--- config.mk ---
export PLATFORM = sky130hd
export DESIGN_NAME = mem_bist_ctrl
export DESIGN_NICKNAME = d
export VERILOG_FILES = /design/src/rtl/mem_bist_ctrl.sv
export SDC_FILE = /design/constraint.sdc
export NUM_CORES = 1
export LEC_CHECK = 0
export ABC_AREA = 1
export CAP_MARGIN = 30
export CORE_MARGIN = 4
export CORE_UTILIZATION = 54
export CTS_BUF_LIST = sky130_fd_sc_hd__clkbuf_16
export CTS_CLUSTER_SIZE = 14
export DETAILED_ROUTE_END_ITERATION = 8
export DONT_BUFFER_PORTS = 1
export PLACE_DENSITY = 0.76
export SKIP_LAST_GASP = 1
export SYNTH_ARGS = -nofsm -noshare
export SYNTH_HDL_FRONTEND = slang
export SYNTH_SLANG_ARGS = --single-unit
--- constraint.sdc ---
create_clock -name CLK -period 5 [get_ports CLK]
set_clock_uncertainty 0.2 [all_clocks]
set_input_delay 1 -clock CLK [delete_from_list [all_inputs] [get_ports CLK]]
set_output_delay 1 -clock CLK [all_outputs]
set_load 0.01 [all_outputs]
--- src/rtl/mem_bist_ctrl.sv ---
// mem_bist_ctrl: memory built-in self-test initiator.
// Writes seed+addr to every location, reads all locations back in order and
// checks each response. Results stay valid while done=1.
//
// Ports:
//   CLK, RST        clock, synchronous active-high reset
//   start, seed     test launch pulse and pattern seed (accepted in IDLE/DONE)
//   busy, done      status (busy in WRITE/READ/DRAIN, done while in DONE)
//   pass, err_count, first_err_addr   test results
//   EN, W_R, Address, Data_in         memory request port (registered)
//   Data_out, valid_out               memory response port
module mem_bist_ctrl #(
    parameter int ADDR_WIDTH = 4,
    parameter int DATA_WIDTH = 32,
    parameter int TIMEOUT    = 8
) (
    input  logic                  CLK,
    input  logic                  RST,
    input  logic                  start,
    input  logic [DATA_WIDTH-1:0] seed,
    output logic                  busy,
    output logic                  done,
    output logic                  pass,
    output logic [7:0]            err_count,
    output logic [ADDR_WIDTH-1:0] first_err_addr,
    output logic                  EN,
    output logic                  W_R,
    output logic [ADDR_WIDTH-1:0] Address,
    output logic [DATA_WIDTH-1:0] Data_in,
    input  logic [DATA_WIDTH-1:0] Data_out,
    input  logic                  valid_out
);

    localparam int                  TW     = $clog2(TIMEOUT + 1);
    localparam logic [ADDR_WIDTH:0] DEPTH  = (ADDR_WIDTH+1)'(1 << ADDR_WIDTH);
    localparam logic [TW-1:0]       TO_END = TW'(TIMEOUT);

    typedef enum logic [2:0] {S_IDLE, S_WRITE, S_READ, S_DRAIN, S_DONE} state_t;

    state_t                state_q, state_d;
    logic [DATA_WIDTH-1:0] seed_q, seed_d;
    logic [ADDR_WIDTH-1:0] addr_q, addr_d;      // wa in WRITE, ra in READ
    logic [ADDR_WIDTH:0]   ri_q, ri_d;          // response index, reaches DEPTH
    logic [TW-1:0]         to_q, to_d;
    logic [7:0]            err_q, err_d;
    logic [ADDR_WIDTH-1:0] fea_q, fea_d;
    logic                  rec_q, rec_d;        // an error address is already recorded
    logic                  en_d, wr_d, busy_d, done_d, pass_d;
    logic [ADDR_WIDTH-1:0] maddr_d;
    logic [DATA_WIDTH-1:0] din_d;

    function automatic logic [7:0] sat_add(input logic [7:0] a, input logic [ADDR_WIDTH:0] b);
        logic [ADDR_WIDTH+8:0] s;
        s = {{(ADDR_WIDTH+1){1'b0}}, a} + {8'b0, b};
        return (s > (ADDR_WIDTH+9)'(255)) ? 8'hFF : s[7:0];
    endfunction

    always_comb begin
        state_d = state_q;
        seed_d  = seed_q;
        addr_d  = addr_q;
        ri_d    = ri_q;
        to_d    = to_q;
        err_d   = err_q;
        fea_d   = fea_q;
        rec_d   = rec_q;

        // Response checking; a response seen during WRITE or after all
        // expected responses is counted as unexpected and leaves ri alone.
        if (valid_out && (state_q == S_WRITE || state_q == S_READ || state_q == S_DRAIN)) begin
            if (state_q == S_WRITE || ri_q == DEPTH) begin
                err_d = sat_add(err_d, (ADDR_WIDTH+1)'(1));
            end else begin
                if (Data_out != seed_q + DATA_WIDTH'(ri_q[ADDR_WIDTH-1:0])) begin
                    err_d = sat_add(err_d, (ADDR_WIDTH+1)'(1));
                    if (!rec_d) begin
                        rec_d = 1'b1;
                        fea_d = ri_q[ADDR_WIDTH-1:0];
                    end
                end
                ri_d = ri_q + (ADDR_WIDTH+1)'(1);
            end
        end

        case (state_q)
            S_IDLE, S_DONE: begin
                if (start) begin
                    state_d = S_WRITE;
                    seed_d  = seed;
                    addr_d  = '0;
                    ri_d    = '0;
                    to_d    = '0;
                    err_d   = '0;
                    fea_d   = '0;
                    rec_d   = 1'b0;
                end
            end
            S_WRITE: begin
                if (addr_q == '1) begin
                    state_d = S_READ;
                    addr_d  = '0;
                end else begin
                    addr_d = addr_q + ADDR_WIDTH'(1);
                end
            end
            S_READ: begin
                if (addr_q == '1) begin
                    state_d = S_DRAIN;
                    addr_d  = '0;
                    to_d    = '0;
                end else begin
                    addr_d = addr_q + ADDR_WIDTH'(1);
                end
            end
            S_DRAIN: begin
                if (ri_d == DEPTH) begin
                    state_d = S_DONE;
                end else if (!valid_out) begin
                    to_d = to_q + TW'(1);
                    if (to_d == TO_END) begin
                        // Everything still outstanding is charged as missing.
                        err_d = sat_add(err_d, DEPTH - ri_d);
                        if (!rec_d) begin
                            rec_d = 1'b1;
                            fea_d = ri_d[ADDR_WIDTH-1:0];
                        end
                        state_d = S_DONE;
                    end
                end
            end
            default: state_d = S_IDLE;
        endcase

        // Outputs are registered copies of the next state, so a request
        // appears the cycle after the decision that issues it.
        en_d    = (state_d == S_WRITE) || (state_d == S_READ);
        wr_d    = (state_d == S_WRITE);
        maddr_d = en_d ? addr_d : '0;
        din_d   = wr_d ? seed_d + DATA_WIDTH'(addr_d) : '0;
        busy_d  = en_d || (state_d == S_DRAIN);
        done_d  = (state_d == S_DONE);
        pass_d  = done_d && (err_d == 8'd0);
    end

    always_ff @(posedge CLK) begin
        if (RST) begin
            state_q        <= S_IDLE;
            seed_q         <= '0;
            addr_q         <= '0;
            ri_q           <= '0;
            to_q           <= '0;
            err_q          <= '0;
            fea_q          <= '0;
            rec_q          <= 1'b0;
            EN             <= 1'b0;
            W_R            <= 1'b0;
            Address        <= '0;
            Data_in        <= '0;
            busy           <= 1'b0;
            done           <= 1'b0;
            pass           <= 1'b0;
        end else begin
            state_q        <= state_d;
            seed_q         <= seed_d;
            addr_q         <= addr_d;
            ri_q           <= ri_d;
            to_q           <= to_d;
            err_q          <= err_d;
            fea_q          <= fea_d;
            rec_q          <= rec_d;
            EN             <= en_d;
            W_R            <= wr_d;
            Address        <= maddr_d;
            Data_in        <= din_d;
            busy           <= busy_d;
            done           <= done_d;
            pass           <= pass_d;
        end
    end

    assign err_count      = err_q;
    assign first_err_addr = fea_q;

endmodule

==> flow_metrics.py, run 1 <==
metrics = {
    "synth": {
        "yosysSeqAreaShare_pct": 29.8,
        "synth_cell_types": 49,
        "synth-async-reset-ratio_pct": 0,
        "syn_area_per_cell_um2": 6.42,
        "synth_top_cell_by_area": "dfxtp_1",
        "syn_area_um2": 6860,
        "synth_nets": 1160,
        "netlist_instances": 1068,
        "ys_ff_latch": 102,
        "synth.area.top_cells": "dfxtp_1, nand2_1, nor2_1, inv_1, nand3_1",
        "yosys_warnings": 0,
        "yosysMostFrequentCell": "nand2_1",
        "synth_edf_count": 0,
        "synth_top_cell_area_share_pct": 29.8,
        "synth_common_cells": "nand2_1, nor2_1, inv_1, dfxtp_1, nand3_1",
        "synth_flop_cell": "dfxtp_1",
    },
    "floorplan": {
        "start_util_pct": 56.2,
        "ios": 121,
        "rows": 40,
        "core_area_um2": 12200,
        "die-area_um2": 14600,
        "die_h_um": 121,
        "die_x_um": 121,
    },
    "power_and_ir_drop": {
        "power_per_cell_area_nw_per_um2": 265,
        "ir_drop_v": 0.000230,
        "p_leak_nw": 3.40,
    },
    "detailed_routing": {
        "drc": 0,
        "ant_nets": 0,
        "dr.pass1.iters": 5,
        "top_layer": "met5",
        "met2_length_um": 7760,
        "routed_wl_um": 18400,
        "wl_met3_um": 1880,
        "drt_iter0_markers": 659,
        "met1_length_um": 8560,
        "routedWlPerCell_um": 14.8,
        "vias": 6561,
        "viasPerCell": 5.26,
    },
    "worst_setup_path": {
        "worstPathArrival_ps": 4740,
        "r2r_slack_ps": 340,
        "crit_required_ps": 5080,
        "crit_fanout": 8,
        "critPathCaptureType": "flip-flop",
        "crit_top_cell": "nand2_1",
        "r2r.worst_path.cells": 32,
        "crit_path_top_delay_cell": "dfxtp_2",
        "path_buf_inv": 1,
        "worstSetupPathType": "flip-flop to flip-flop",
        "crit_family": "simple AND/OR/NAND/NOR gates",
        "rr_endpoint": "pass$_SDFF_PP0_",
        "worstReg2RegStart": "ri_q[0]$_SDFF_PP0_",
        "startpoint_type": "flip-flop",
        "max_stage_delay_ps": 370,
    },
    "sta": {
        "relSlewSlack_pct": 8.42,
        "rsz0062_at_grt": "no",
        "fmax_mhz": 215,
        "max_slew.worst_pin.slew_ps": 1360,
        "fin_crit_sh_pct": 93.2,
        "hold_viol": 0,
        "setup_viol": 0,
        "fin_tns_setup_ps": 0,
        "period_needed_ps": 4660,
        "maxSlewViolCount": 0,
    },
    "global_route": {
        "grt_pass1_vias": 5781,
        "antenna_found_initial": 1,
        "grt_max_degree": 59,
        "grt_pass1_wl_um": 29600,
        "grt_overflow_total": 0,
        "gr-usage-all-layers_pct": 25.4,
    },
    "worst_hold_path": {
        "holdPathEnd": "to_q[3]$_SDFFE_PP0P_",
        "hold_depth": 2,
        "hp-class": "flip-flop to flip-flop",
        "min_from": "to_q[3]$_SDFFE_PP0P_",
    },
    "clock_tree": {
        "tritoncts": "done",
        "path_clk_slew_ps": 70,
        "ctsHoldBuffers": 0,
        "cts_buffers": 9,
        "clk_latency_ps": 340,
        "clockBufferDepth": 2,
        "h-tree-depth": 3,
        "clkSinkCount": 102,
        "cts_root_buf": "clkbuf_16",
    },
    "finish": {
        "postLayoutCoreUtil_pct": 60.7,
        "area_growth_pct": 7.97,
        "drive_gt1_share_pct": 9.29,
        "final_nets": 1165,
    },
    "placed_design": {
        "dp_hpwl_um": 14600,
        "gp_congestion": 0.955,
        "portBuffers": 0,
    },
    "run": {
        "max-cap-violations": 0,
    },
    "outcome": {
        "outcome": "complete, no violations",
    },
}
-- power breakdown --
part	switching, mW	internal (mW)
clock network	0.301	0.384
registers	0.0593	0.862
logic	0.227	0.131
-- kinds of logic after synthesis --
kind of cell	synth area share, %
fa+ha+maj	4.71
mux	1.17
compound gates	10.5
buf+inv	10.1
simple gates	38.8
xor+xnor	4.92
flops	29.8
-- registers in the layout (all words and copies together), names as in the netlist, 3 cells and up --
name	flops
to_q	4
state_q	3
Address	4
first_err_addr	4
ri_q	5
addr_q	4
err_count	8
seed_q	32
Data_in	32
-- metrics by stage --
step	hold WS, ps	cells	cell area (um^2)	worst slack, ps	power [mW]
final	281	1247	7410	342	1.96
after global routing	315	1245	7400	1.11	2.07
after CTS	282	1241	7320	113	1.96
after detailed placement	272	1226	7040	159	1.29
after global placement	270	1226	7040	258	1.28
after floorplan	255	1068	6860	458	1.20
-- what timing repair did --
item                                    CTS  global route
endpoints found under the setup margin    0             9
buffers inserted                          0             3
hold endpoints to repair                  0             0
gates resized for setup                   0            11
-- final cells by class --
cell class | instances | area (um^2)
Fill cell | 1184 | 4800
Multi-Input combinational cell | 790 | 4180
Sequential cell | 102 | 2040
Inverter | 159 | 597
Clock buffer | 9 | 225
Tap cell | 168 | 210
Timing Repair Buffer | 11 | 82.6
Clock inverter | 6 | 62.6
Antenna cell | 2 | 5.00
-- metal layers --
layer / up-vias / track usage, %
met3: 19 / 6.78
met1: 2880 / 37.3
met2: 257 / 37.2
met5: - / 0
met4: 2 / 5.81
li1: 3403 / -
-- cell usage in the layout (no fill, tap or decap), drive strengths merged, types with 4 or more instances in the layout --
cell type and count:
nor4 6, nand2 266, a21oi 49, ha 21
buf 11, xor2 22, nor2 183, inv 159
nand3 63, nor3 18, dfxtp 102, o21ai 61
xnor2 14, o22a 4, mux2i 8, or2 22
nand3b 14, clkbuf 9, nand4 19
-- worst reg2reg max path, delay by kind of cell, from the launching register on --
family	cells	cell delay [ps]
fa+ha+maj	4	1050
compound gates	4	680
flops	1	370
simple gates	23	2260
buf+inv	1	50
-- how the worst max path moves through the flow --
stage | depth (start not counted) | to | startpoint | slack, ps
3_5_place_dp | 32 | pass$_SDFF_PP0_ | ri_q[0]$_SDFF_PP0_ | 160
5_1_grt | 32 | pass$_SDFF_PP0_ | ri_q[0]$_SDFF_PP0_ | 1
4_1_cts | 32 | pass$_SDFF_PP0_ | ri_q[0]$_SDFF_PP0_ | 110
2_1_floorplan | 29 | Data_in[27]$_SDFF_PP0_ | start | 460
3_3_place_gp | 32 | pass$_SDFF_PP0_ | ri_q[0]$_SDFF_PP0_ | 260
6_report | 32 | pass$_SDFF_PP0_ | ri_q[0]$_SDFF_PP0_ | 340
Note: power is estimated with default switching activity, not from simulation.
==> inputs of run 2 (changes only) <==
--- a/config.mk
+++ b/config.mk
@@ -7,6 +7,7 @@
 export LEC_CHECK = 0
 export ABC_AREA = 1
 export CAP_MARGIN = 30
+export CORE_ASPECT_RATIO = 1.5
 export CORE_MARGIN = 4
 export CORE_UTILIZATION = 54
 export CTS_BUF_LIST = sky130_fd_sc_hd__clkbuf_16
==> flow_metrics.py, run 2 (synthesized netlist as in run 1, its figures left out) <==
metrics = {
    "power_and_ir_drop": {
        "p_leak_nw": 3.45,
        "p_sw_share_pct": 31.7,
        "power.internal_mw": 1.35,
        "p_comb_share_pct": 18.8,
        "power_per_cell_area_nw_per_um2": 265,
        "switchingPower_uw": 625,
        "power_frac_clock_pct": 34.6,
        "ir_drop_v": 0.000195,
        "seq_power_share_pct": 46.6,
    },
    "worst_setup_path": {
        "critPathCaptureType": "flip-flop",
        "crit_required_ps": 5090,
        "crit_fanout": 10,
        "max_stage_delay_ps": 440,
        "crit_path_top_delay_cell": "dfxtp_1",
        "worstSetupPathType": "flip-flop to flip-flop",
        "startpoint_type": "flip-flop",
        "crit_top_cell": "nand2_1",
        "worstPathArrival_ps": 4670,
    },
    "finish": {
        "antenna_cells": 0,
        "layout_commonest_cell": "nand2_1",
        "layout_common_cells": "nand2_1, nor2_1, inv_1, dfxtp_1, nand3_1",
        "drive_gt1_share_pct": 10.0,
        "area_growth_pct": 8.59,
        "final_nets": 1172,
        "design_area_um2": 7450,
    },
    "sta": {
        "hold_viol": 0,
        "relSlewSlack_pct": 32.1,
        "fin_crit_sh_pct": 91.7,
        "setup_viol": 0,
        "maxSlewViolCount": 0,
        "fmax_mhz": 218,
        "period_needed_ps": 4590,
        "fin_tns_setup_ps": 0,
        "max_slew.worst_pin.slew_ps": 1010,
    },
    "global_route": {
        "use_met2_pct": 50.1,
        "grt_pass1_wl_um": 30600,
        "grtUsageMet3_pct": 7.55,
        "grt_max_degree": 59,
        "met1_usage_pct": 24.8,
        "antenna_found_initial": 0,
        "grt_overflow_total": 0,
        "grt_pass1_vias": 6470,
        "gr-usage-all-layers_pct": 26.4,
        "grt.busiest_layer": "met2",
    },
    "floorplan": {
        "die_x_um": 100,
        "rows": 50,
        "ios": 121,
        "die_h_um": 146,
        "core_area_um2": 12400,
        "start_util_pct": 55.1,
        "die-area_um2": 14600,
    },
    "outcome": {
        "outcome": "complete, no violations",
    },
    "detailed_routing": {
        "routed_wl_um": 19300,
        "drt_iter0_markers": 286,
        "dr.pass1.iters": 5,
        "viasPerCell": 5.35,
        "routedWlPerCell_um": 15.5,
        "ant_nets": 0,
        "drc": 0,
        "vias": 6638,
    },
    "clock_tree": {
        "h-tree-depth": 3,
        "clk_latency_ps": 350,
        "clkSinkCount": 102,
        "cts_root_buf": "clkbuf_16",
        "clockBufferDepth": 2,
        "path_clk_slew_ps": 70,
        "tritoncts": "done",
        "ctsHoldBuffers": 0,
        "cts_buffers": 9,
    },
    "worst_hold_path": {
        "hp-class": "flip-flop to flip-flop",
    },
    "placed_design": {
        "portBuffers": 0,
        "dpl_cell_area_um2": 7070,
        "gp_congestion": 0.949,
        "dp_hpwl_um": 15600,
    },
    "run": {
        "max-cap-violations": 0,
    },
}
-- run 2: cell count changes in the layout (fill, tap and decap cells not counted), moves of 2 or more --
| cell | before | now |
|---|---|---|
| inv_6 | 1 | 4 |
| o21ai_1 | 14 | 16 |
| diode_2 | 2 | 0 |
| buf_4 | 11 | 19 |
-- run 2: area by class of cell --
type                       count  area [um^2]
sequential                   102         2040
clock buffer                   9          225
fill                        1232         5000
clock inverter                 7         63.8
multi-input combinational    789         4180
inverter                     159          597
tap                          156          195
timing repair buffer          19          143
-- run 2: worst paths after layout --
kind | slack (ps) | startpoint | end | cells past startpoint
worst max-delay path | 410 | ri_q[2]$_SDFF_PP0_ | pass$_SDFF_PP0_ | 29
worst min-delay path | 280 | to_q[3]$_SDFFE_PP0P_ | to_q[3]$_SDFFE_PP0P_ | 2
worst max register to register | 410 | ri_q[2]$_SDFF_PP0_ | pass$_SDFF_PP0_ | 29
worst min register to register | 280 | to_q[3]$_SDFFE_PP0P_ | to_q[3]$_SDFFE_PP0P_ | 2
-- run 2: critical path, delay by kind of cell (launching register included) --
family / cells / cell delay (ps)
xor+xnor: 1 / 160
fa+ha+maj: 3 / 980
compound gates: 4 / 600
buf+inv: 1 / 50
flops: 1 / 440
simple gates: 20 / 2090
-- run 2: stage by stage --
stage / cells / hold slack (ps) / util [%] / total power, mW / setup slack, ps
finish: 1241 / 280 / 59.8 / 1.97 / 414
global placement: 1220 / 263 / 56.8 / 1.30 / 247
detailed placement: 1220 / 274 / 56.8 / 1.30 / 149
global route: 1241 / 302 / 59.8 / 2.08 / -2.48
CTS: 1236 / 287 / 59.1 / 1.98 / 113
floorplan: 1068 / 255 / - / 1.20 / 458
-- run 2: timing repair --
action	CTS	global route
setup buffers	0	5
gates resized for setup	0	14
setup endpoints to repair	0	9
-- run 2: per-layer routing --
layer,vias up,wire length (um)
li1,3411,-
met1,2951,6530
met2,209,10300
met3,67,1400
met4,0,1040
met5,-,0
-- run 2: power groups by stage --
stage / Combinational [mW] / Sequential, mW / Clock [mW]
global placement: 0.361 / 0.937 / 0
floorplan: 0.285 / 0.919 / 0
finish: 0.370 / 0.920 / 0.683
CTS: 0.367 / 0.919 / 0.694
detailed placement: 0.364 / 0.938 / 0
global route: 0.424 / 0.925 / 0.726
==> inputs of run 3 (changes only) <==
--- a/config.mk
+++ b/config.mk
@@ -10,11 +10,9 @@
 export CORE_ASPECT_RATIO = 1.5
 export CORE_MARGIN = 4
 export CORE_UTILIZATION = 54
-export CTS_BUF_LIST = sky130_fd_sc_hd__clkbuf_16
 export CTS_CLUSTER_SIZE = 14
 export DETAILED_ROUTE_END_ITERATION = 8
-export DONT_BUFFER_PORTS = 1
-export PLACE_DENSITY = 0.76
+export PLACE_DENSITY = 0.89
 export SKIP_LAST_GASP = 1
 export SYNTH_ARGS = -nofsm -noshare
 export SYNTH_HDL_FRONTEND = slang
==> flow_metrics.py, run 3 (synthesized netlist as in run 1, its figures left out) <==
metrics = {
    "detailed_routing": {
        "routedWlPerCell_um": 15.1,
        "drt_iter0_markers": 353,
        "ant_nets": 0,
        "drc": 0,
        "viasPerCell": 5.33,
        "vias": 7341,
        "routed_wl_um": 20800,
        "dr.pass1.iters": 5,
    },
    "clock_tree": {
        "path_clk_slew_ps": 70,
        "clkSinkCount": 102,
        "ctsHoldBuffers": 0,
        "tritoncts": "done",
        "cts_resized": 0,
        "cts_setup_buffers": 0,
        "h-tree-depth": 3,
        "cts_root_buf": "clkbuf_16",
        "clockBufferDepth": 2,
        "clk_latency_ps": 350,
        "cts_buffers": 9,
    },
    "global_route": {
        "grt_pass1_wl_um": 34600,
        "grt_pass1_vias": 7574,
        "antenna_found_initial": 0,
        "gr-usage-all-layers_pct": 29.3,
        "grt_max_degree": 58,
        "grt_overflow_total": 0,
    },
    "power_and_ir_drop": {
        "power.internal_mw": 1.44,
        "p_comb_share_pct": 24.0,
        "p_leak_nw": 3.97,
        "ir_drop_v": 0.000164,
        "p_sw_share_pct": 31.6,
        "power_per_cell_area_nw_per_um2": 240,
        "switchingPower_uw": 663,
        "seq_power_share_pct": 43.1,
        "power_frac_clock_pct": 32.9,
    },
    "finish": {
        "drive_gt1_share_pct": 10.2,
        "fin_cells": 1377,
        "layout_common_cells": "nand2_1, nor2_1, inv_1, clkdlybuf4s50_1, dfxtp_1",
        "final_nets": 1308,
        "layout_commonest_cell": "nand2_1",
        "area_growth_pct": 27.3,
        "antenna_cells": 0,
    },
    "worst_setup_path": {
        "startpoint_type": "flip-flop",
        "worstSetupPathType": "flip-flop to flip-flop",
        "r2r_slack_ps": 310,
        "crit_top_cell": "nand2_1",
        "rr_endpoint": "pass$_SDFF_PP0_",
        "worstPathArrival_ps": 4740,
        "max_stage_delay_ps": 420,
        "r2r.worst_path.cells": 31,
        "crit_fanout": 8,
        "critPathCaptureType": "flip-flop",
        "crit_required_ps": 5050,
        "worstReg2RegStart": "seed_q[0]$_SDFF_PP0_",
        "crit_path_top_delay_cell": "dfxtp_1",
    },
    "sta": {
        "fmax_mhz": 213,
        "setup_slack_ps": 313,
        "relSlewSlack_pct": 38.2,
        "max_slew.worst_pin.slew_ps": 918,
        "period_needed_ps": 4690,
        "setup_viol": 0,
        "fin_crit_sh_pct": 93.7,
        "hold_viol": 0,
        "fin_tns_setup_ps": 0,
        "maxSlewViolCount": 0,
    },
    "worst_hold_path": {
        "hold_depth": 2,
        "min_from": "to_q[3]$_SDFFE_PP0P_",
        "hp-class": "flip-flop to flip-flop",
        "holdPathEnd": "to_q[3]$_SDFFE_PP0P_",
    },
    "floorplan": {
        "rows": 50,
        "start_util_pct": 55.1,
        "die-area_um2": 14600,
        "ios": 121,
        "die_h_um": 146,
        "die_x_um": 100,
        "core_area_um2": 12400,
    },
    "run": {
        "max-cap-violations": 0,
    },
    "placed_design": {
        "portBuffers": 120,
        "dp_hpwl_um": 17000,
        "gp_congestion": 1.02,
        "dp.cells": 1361,
        "dp_slack_ps": -16.3,
    },
    "outcome": {
        "outcome": "complete, no violations",
    },
}
run 3: worst max path at each step:
stage	from	end	slack, ps	depth (start not counted)
after floorplan	start	Data_in[27]$_SDFF_PP0_	460	29
after global placement	Data_out[16]	pass$_SDFF_PP0_	70	27
after detailed placement	Data_out[16]	pass$_SDFF_PP0_	-20	27
after CTS	ri_q[0]$_SDFF_PP0_	pass$_SDFF_PP0_	200	31
after global routing	seed_q[0]$_SDFF_PP0_	pass$_SDFF_PP0_	-6	31
final	seed_q[0]$_SDFF_PP0_	pass$_SDFF_PP0_	310	31
run 3: metrics by stage:
stage	instance area [um^2]	util, %	hold slack (ps)	total power, mW
after floorplan	6860	-	255	1.20
after global placement	8420	67.6	268	1.41
after detailed placement	8420	67.6	277	1.42
after CTS	8710	70.0	292	2.10
after global routing	8740	70.2	328	2.20
final	8740	70.2	285	2.10
run 3: power groups by stage:
stage / clock [mW] / sequential (mW) / combinational [mW]
2_1_floorplan: 0 / 0.919 / 0.285
3_3_place_gp: 0 / 0.922 / 0.489
3_5_place_dp: 0 / 0.923 / 0.498
4_1_cts: 0.697 / 0.904 / 0.503
5_1_grt: 0.732 / 0.910 / 0.561
6_report: 0.690 / 0.905 / 0.505
run 3: critical path, delay by kind of cell, from the launching register on:
kind,cells,cell delay [ps]
flops,1,420
compound gates,4,580
fa+ha+maj,4,870
simple gates,21,2320
buf+inv,2,210
run 3: layout make-up:
class / instances / area, um^2
flip-flops and latches: 102 / 2040
multi-input cells: 789 / 4150
fillers: 1066 / 3710
well taps: 156 / 195
clock inverters: 7 / 67.6
repair buffers: 155 / 1460
inverters: 159 / 597
clock buffers: 9 / 225
run 3: metal layers:
layer	up-vias	wire [um]	track usage [%]
li1	3687	-	-
met3	101	995	4.02
met5	-	0	0
met1	3287	7320	29.6
met2	266	10900	54.2
met4	0	1630	19.7
